===== config.mk =====
export PLATFORM = sky130hd
export DESIGN_NAME = uart_tx_frame
export DESIGN_NICKNAME = d
export VERILOG_FILES = /design/src/rtl/uart_tx_frame.sv
export SDC_FILE = /design/constraint.sdc
export NUM_CORES = 1
export LEC_CHECK = 0
export CAP_MARGIN = 25
export CORE_MARGIN = 10
export CORE_UTILIZATION = 32
export CTS_BUF_LIST = sky130_fd_sc_hd__clkbuf_4
export CTS_CLUSTER_SIZE = 16
export DETAILED_ROUTE_END_ITERATION = 8
export GPL_ROUTABILITY_DRIVEN = 0
export PLACE_DENSITY = 0.64
export REMOVE_ABC_BUFFERS = 1
export SLEW_MARGIN = 10
export SYNTH_ARGS = -nofsm -noshare
export SYNTH_HDL_FRONTEND = slang
export SYNTH_SLANG_ARGS = --single-unit

===== constraint.sdc =====
create_clock -name clk -period 1.7 [get_ports clk]
set_input_delay 0.34 -clock clk [delete_from_list [all_inputs] [get_ports clk]]
set_output_delay 0.34 -clock clk [all_outputs]
set_load 0.1 [all_outputs]

===== src/rtl/uart_tx_frame.sv =====
// uart_tx_frame: UART transmitter. Sends one DATA_WIDTH-bit word per accepted
// request as start bit, data bits LSB first, optional even-parity bit and one
// stop bit on an idle-high line. Every bit lasts exactly BAUD_DIV clocks.
// Handshake: start is accepted only while busy=0. done pulses for one cycle
// after the stop bit, and that same cycle can accept the next request.
module uart_tx_frame #(
    parameter int DATA_WIDTH = 16,
    parameter int BAUD_DIV   = 434,
    parameter int PARITY_EN  = 0
) (
    input  logic                  clk,
    input  logic                  rst,
    input  logic                  start,
    input  logic [DATA_WIDTH-1:0] data_in,
    output logic                  busy,
    output logic                  done,
    output logic                  TX
);

    localparam int BAUD_W = (BAUD_DIV > 1) ? $clog2(BAUD_DIV) : 1;
    localparam int BIT_W  = $clog2(DATA_WIDTH + 1);

    localparam logic [BAUD_W-1:0] BAUD_LAST = BAUD_W'(BAUD_DIV - 1);
    localparam logic [BIT_W-1:0]  BIT_LAST  = BIT_W'(DATA_WIDTH - 1);

    typedef enum logic [2:0] {
        S_IDLE,
        S_START,
        S_DATA,
        S_PARITY,
        S_STOP
    } state_t;

    state_t                state_q,  state_d;
    logic [BAUD_W-1:0]     baud_q,   baud_d;
    logic [BIT_W-1:0]      bit_q,    bit_d;
    logic [DATA_WIDTH-1:0] hold_q,   hold_d;
    logic                  parity_q, parity_d;
    logic                  tx_q,     tx_d;
    logic                  done_q,   done_d;
    logic                  bit_end;

    // A bit period ends when the baud counter reaches its last count.
    assign bit_end = (baud_q == BAUD_LAST);

    // Next-state, counter and datapath update; TX is decoded from the next
    // state so the registered line changes on the same edge as the state.
    always_comb begin
        state_d  = state_q;
        baud_d   = bit_end ? '0 : baud_q + 1'b1;
        bit_d    = bit_q;
        hold_d   = hold_q;
        parity_d = parity_q;
        done_d   = 1'b0;

        unique case (state_q)
            S_IDLE: begin
                baud_d = '0;
                if (start) begin
                    state_d  = S_START;
                    hold_d   = data_in;
                    parity_d = ^data_in;
                    bit_d    = '0;
                end
            end
            S_START: begin
                if (bit_end) begin
                    state_d = S_DATA;
                end
            end
            S_DATA: begin
                // The holding register shifts right so TX always takes bit 0.
                if (bit_end) begin
                    if (bit_q == BIT_LAST) begin
                        bit_d   = '0;
                        state_d = (PARITY_EN != 0) ? S_PARITY : S_STOP;
                    end else begin
                        bit_d  = bit_q + 1'b1;
                        hold_d = hold_q >> 1;
                    end
                end
            end
            S_PARITY: begin
                if (bit_end) begin
                    state_d = S_STOP;
                end
            end
            S_STOP: begin
                if (bit_end) begin
                    state_d = S_IDLE;
                    done_d  = 1'b1;
                end
            end
            default: begin
                state_d = S_IDLE;
            end
        endcase

        unique case (state_d)
            S_START:  tx_d = 1'b0;
            S_DATA:   tx_d = hold_d[0];
            S_PARITY: tx_d = parity_d;
            default:  tx_d = 1'b1;
        endcase
    end

    // State and datapath registers with synchronous reset to an idle line.
    always_ff @(posedge clk) begin
        if (rst) begin
            state_q  <= S_IDLE;
            baud_q   <= '0;
            bit_q    <= '0;
            hold_q   <= '0;
            parity_q <= 1'b0;
            tx_q     <= 1'b1;
            done_q   <= 1'b0;
        end else begin
            state_q  <= state_d;
            baud_q   <= baud_d;
            bit_q    <= bit_d;
            hold_q   <= hold_d;
            parity_q <= parity_d;
            tx_q     <= tx_d;
            done_q   <= done_d;
        end
    end

    assign busy = (state_q != S_IDLE);
    assign done = done_q;
    assign TX   = tx_q;

endmodule


==> out/results.ini <==
[layout]
drive_gt1_share_pct = 29.7
final_common_cell = buf_4
design_area_um2 = 2450
fin_nets = 260
area_delta_synth_final_pct = 44.8
antenna_cells = 0
final_cell_mix = buf_4, dfxtp_1, nor2_1

[grt]
met1_usage_pct = 11.9
gr-usage-met2_pct = 14.8
grt_pass1_vias = 1512
busiest_layer = met2
grt_max_degree = 23
grt_first_pass_wirelength_um = 6830
grt.met3_usage_pct = 4.36
grtUsageTotal_pct = 9.70
antenna_found_initial = 0
overflow = 0

[synthesis]
yosysTopAreaCell = dfxtp_1
yosysSeqAreaShare_pct = 42.6
yosys_register_bits = 36
synthCells = 178
syn-cell-area_um2 = 1690
yosysWarnings = 0
synth.distinct_cells = 40
synth_edf_count = 0
ys.flop_type = dfxtp_1
synth_area_leaders = dfxtp_1, xnor2_1, a222oi_1
synthArstFlopShare_pct = 0
synth_top_area_share_pct = 42.6
syn-mean-instance-area_um2 = 9.50

[setup_path]
r2r-start = state_q[2]
reg2reg_to = hold_q[1]
end_kind = register
cp-start-kind = register
required_ps = 1950
r2r_slack_ps = -90
critical_path_class = reg2reg
path_max_fanout = 8
r2r.worst_path.cells = 7
worstPathArrival_ps = 2040

[placed_design]
placed_area_um2 = 2250
hpwl_um = 2950
io_buffers = 21

[power_and_ir_drop]
cellPowerDensity_nw_per_um2 = 766
peakVddDrop_v = 0.000394
p_leak_uw = 0.000942

[clock_network]
clk_pin_slew_ps = 120
cts_root_buf = clkbuf_4
clkLatencyLatePin_ps = 350
cts_sinks = 36
tritoncts = yes
clk_path_buf_depth = 2
cts_max_level = 2
cts_hold_buf = 0
numCtsBuffers = 5

[die]
start_util_pct = 33.1
coreArea_um2 = 5110
fp-row-count = 26
pin_count = 22
die_x_um = 92.7
dieArea_um2 = 8590
die_h_um = 92.7

[sta]
hold_viol_final = 0
rsz0062_at_grt = yes
hold-worst-slack_ps = 330
skew_ps = 10.6
drv_slew = 0
min_period_ps = 1790
maxSlewHeadroom_pct = 78.2
tightest_slew_ps = 324
setup_viol = 14
fin_crit_sh_pct = 105
layout_setup_ws_ps = -88.0
fmax_mhz = 559

[detailed_routing]
postRouteAntennaNets = 0
drt-total-wl_um = 4010
remaining_drc_errors = 0
wl_per_cell_um = 13.0
first_pass_iters = 4
routed_via_density = 4.98
drtIter0Drc = 122
vias = 1539

[job]
cap_violations = 0

[hold_path]
holdCritPathClass = in2reg
min_from = start
whs_path_depth = 3
min_to = state_q[0]

[run_status]
outcome = complete, but fails checks
failed_checks = setup timing

[metrics by stage]
stage / TNS, ps / total power (uW) / cells / utilization [%] / worst slack [ps]
after floorplan: -14010 / 1100 / 168 / - / -837
after global placement: -8270 / 1260 / 298 / 44.1 / -488
after detailed placement: -8410 / 1260 / 298 / 44.1 / -502
after CTS: -731 / 1900 / 309 / 47.5 / -63.1
after global routing: -2470 / 1970 / 309 / 47.9 / -214
final: -785 / 1870 / 309 / 47.9 / -88.0
[synth_stat cells, drive strengths merged (2+ instances only)]
master   n
xnor2   17
a22oi    2
nand4b   3
clkbuf   5
nor3     2
o21ai    3
buf      5
a21oi    7
a222oi  14
nand2    7
mux2i    2
nor3b    2
and4b    2
nand3    6
dfxtp   36
a41oi    2
xor2     5
ha       3
nor2    32
inv      4
a211oi   2
[layer usage]
| layer | part of all wire, % | vias to the layer above |
|---|---|---|
| met5 | 0 | - |
| met3 | 7.4 | 5 |
| met4 | 0.90 | 0 |
| met2 | 46 | 41 |
| met1 | 45 | 712 |
| li1 | - | 781 |
[registers in the layout, indices dropped and copies added, names as in the netlist]
| name | count |
|---|---|
| baud_q | 9 |
| TX | 1 |
| hold_q | 16 |
| done | 1 |
| state_q | 3 |
| bit_q | 5 |
| parity_q | 1 |
[power breakdown]
| group | internal [uW] | total (uW) | switching [uW] |
|---|---|---|---|
| Clock | 307 | 610 | 303 |
| Sequential | 881 | 905 | 24.3 |
| Combinational | 192 | 359 | 167 |
[worst max-delay path: stages, from the launching register on]
cell	delay, ps
dfxtp_2	360
buf_4	140
nor3b_4	210
mux2i_1	120
or2_1	290
buf_6	160
a222oi_1	330
nor2_1	70
[worst max-delay path by stage]
stage | start | end | slack [ps] | cells past startpoint
2_1_floorplan | state_q[0] | hold_q[10] | -840 | 5
3_3_place_gp | start | hold_q[6] | -490 | 7
3_5_place_dp | start | hold_q[10] | -500 | 7
4_1_cts | state_q[0] | busy | -60 | 5
5_1_grt | state_q[2] | hold_q[10] | -210 | 7
6_report | state_q[2] | hold_q[1] | -90 | 7
[cell families after synthesis]
kind of cell	Yosys count	share of synthesized area, %
buf+inv	14	4.22
fa+ha+maj	3	2.22
mux	2	1.18
xor+xnor	22	11.4
simple gates	66	21.8
compound gates	35	16.6
flops	36	42.6
[what timing repair did]
| item | CTS | global route |
|---|---|---|
| setup buffers | 2 | 1 |
| resized for setup | 19 | 8 |
| pin swaps | 16 | 10 |
| cloned | 1 | 0 |
| setup endpoints to repair | 16 | 27 |
[area by class of cell]
type / instances / area [um^2]
clock buffers: 5 / 37.5
repair buffers: 63 / 569
flip-flops and latches: 36 / 729
clock inverters: 3 / 42.5
inverters: 4 / 15.0
well taps: 70 / 87.6
fillers: 510 / 2660
multi-input cells: 128 / 966
(Power assumes the default switching activity.)
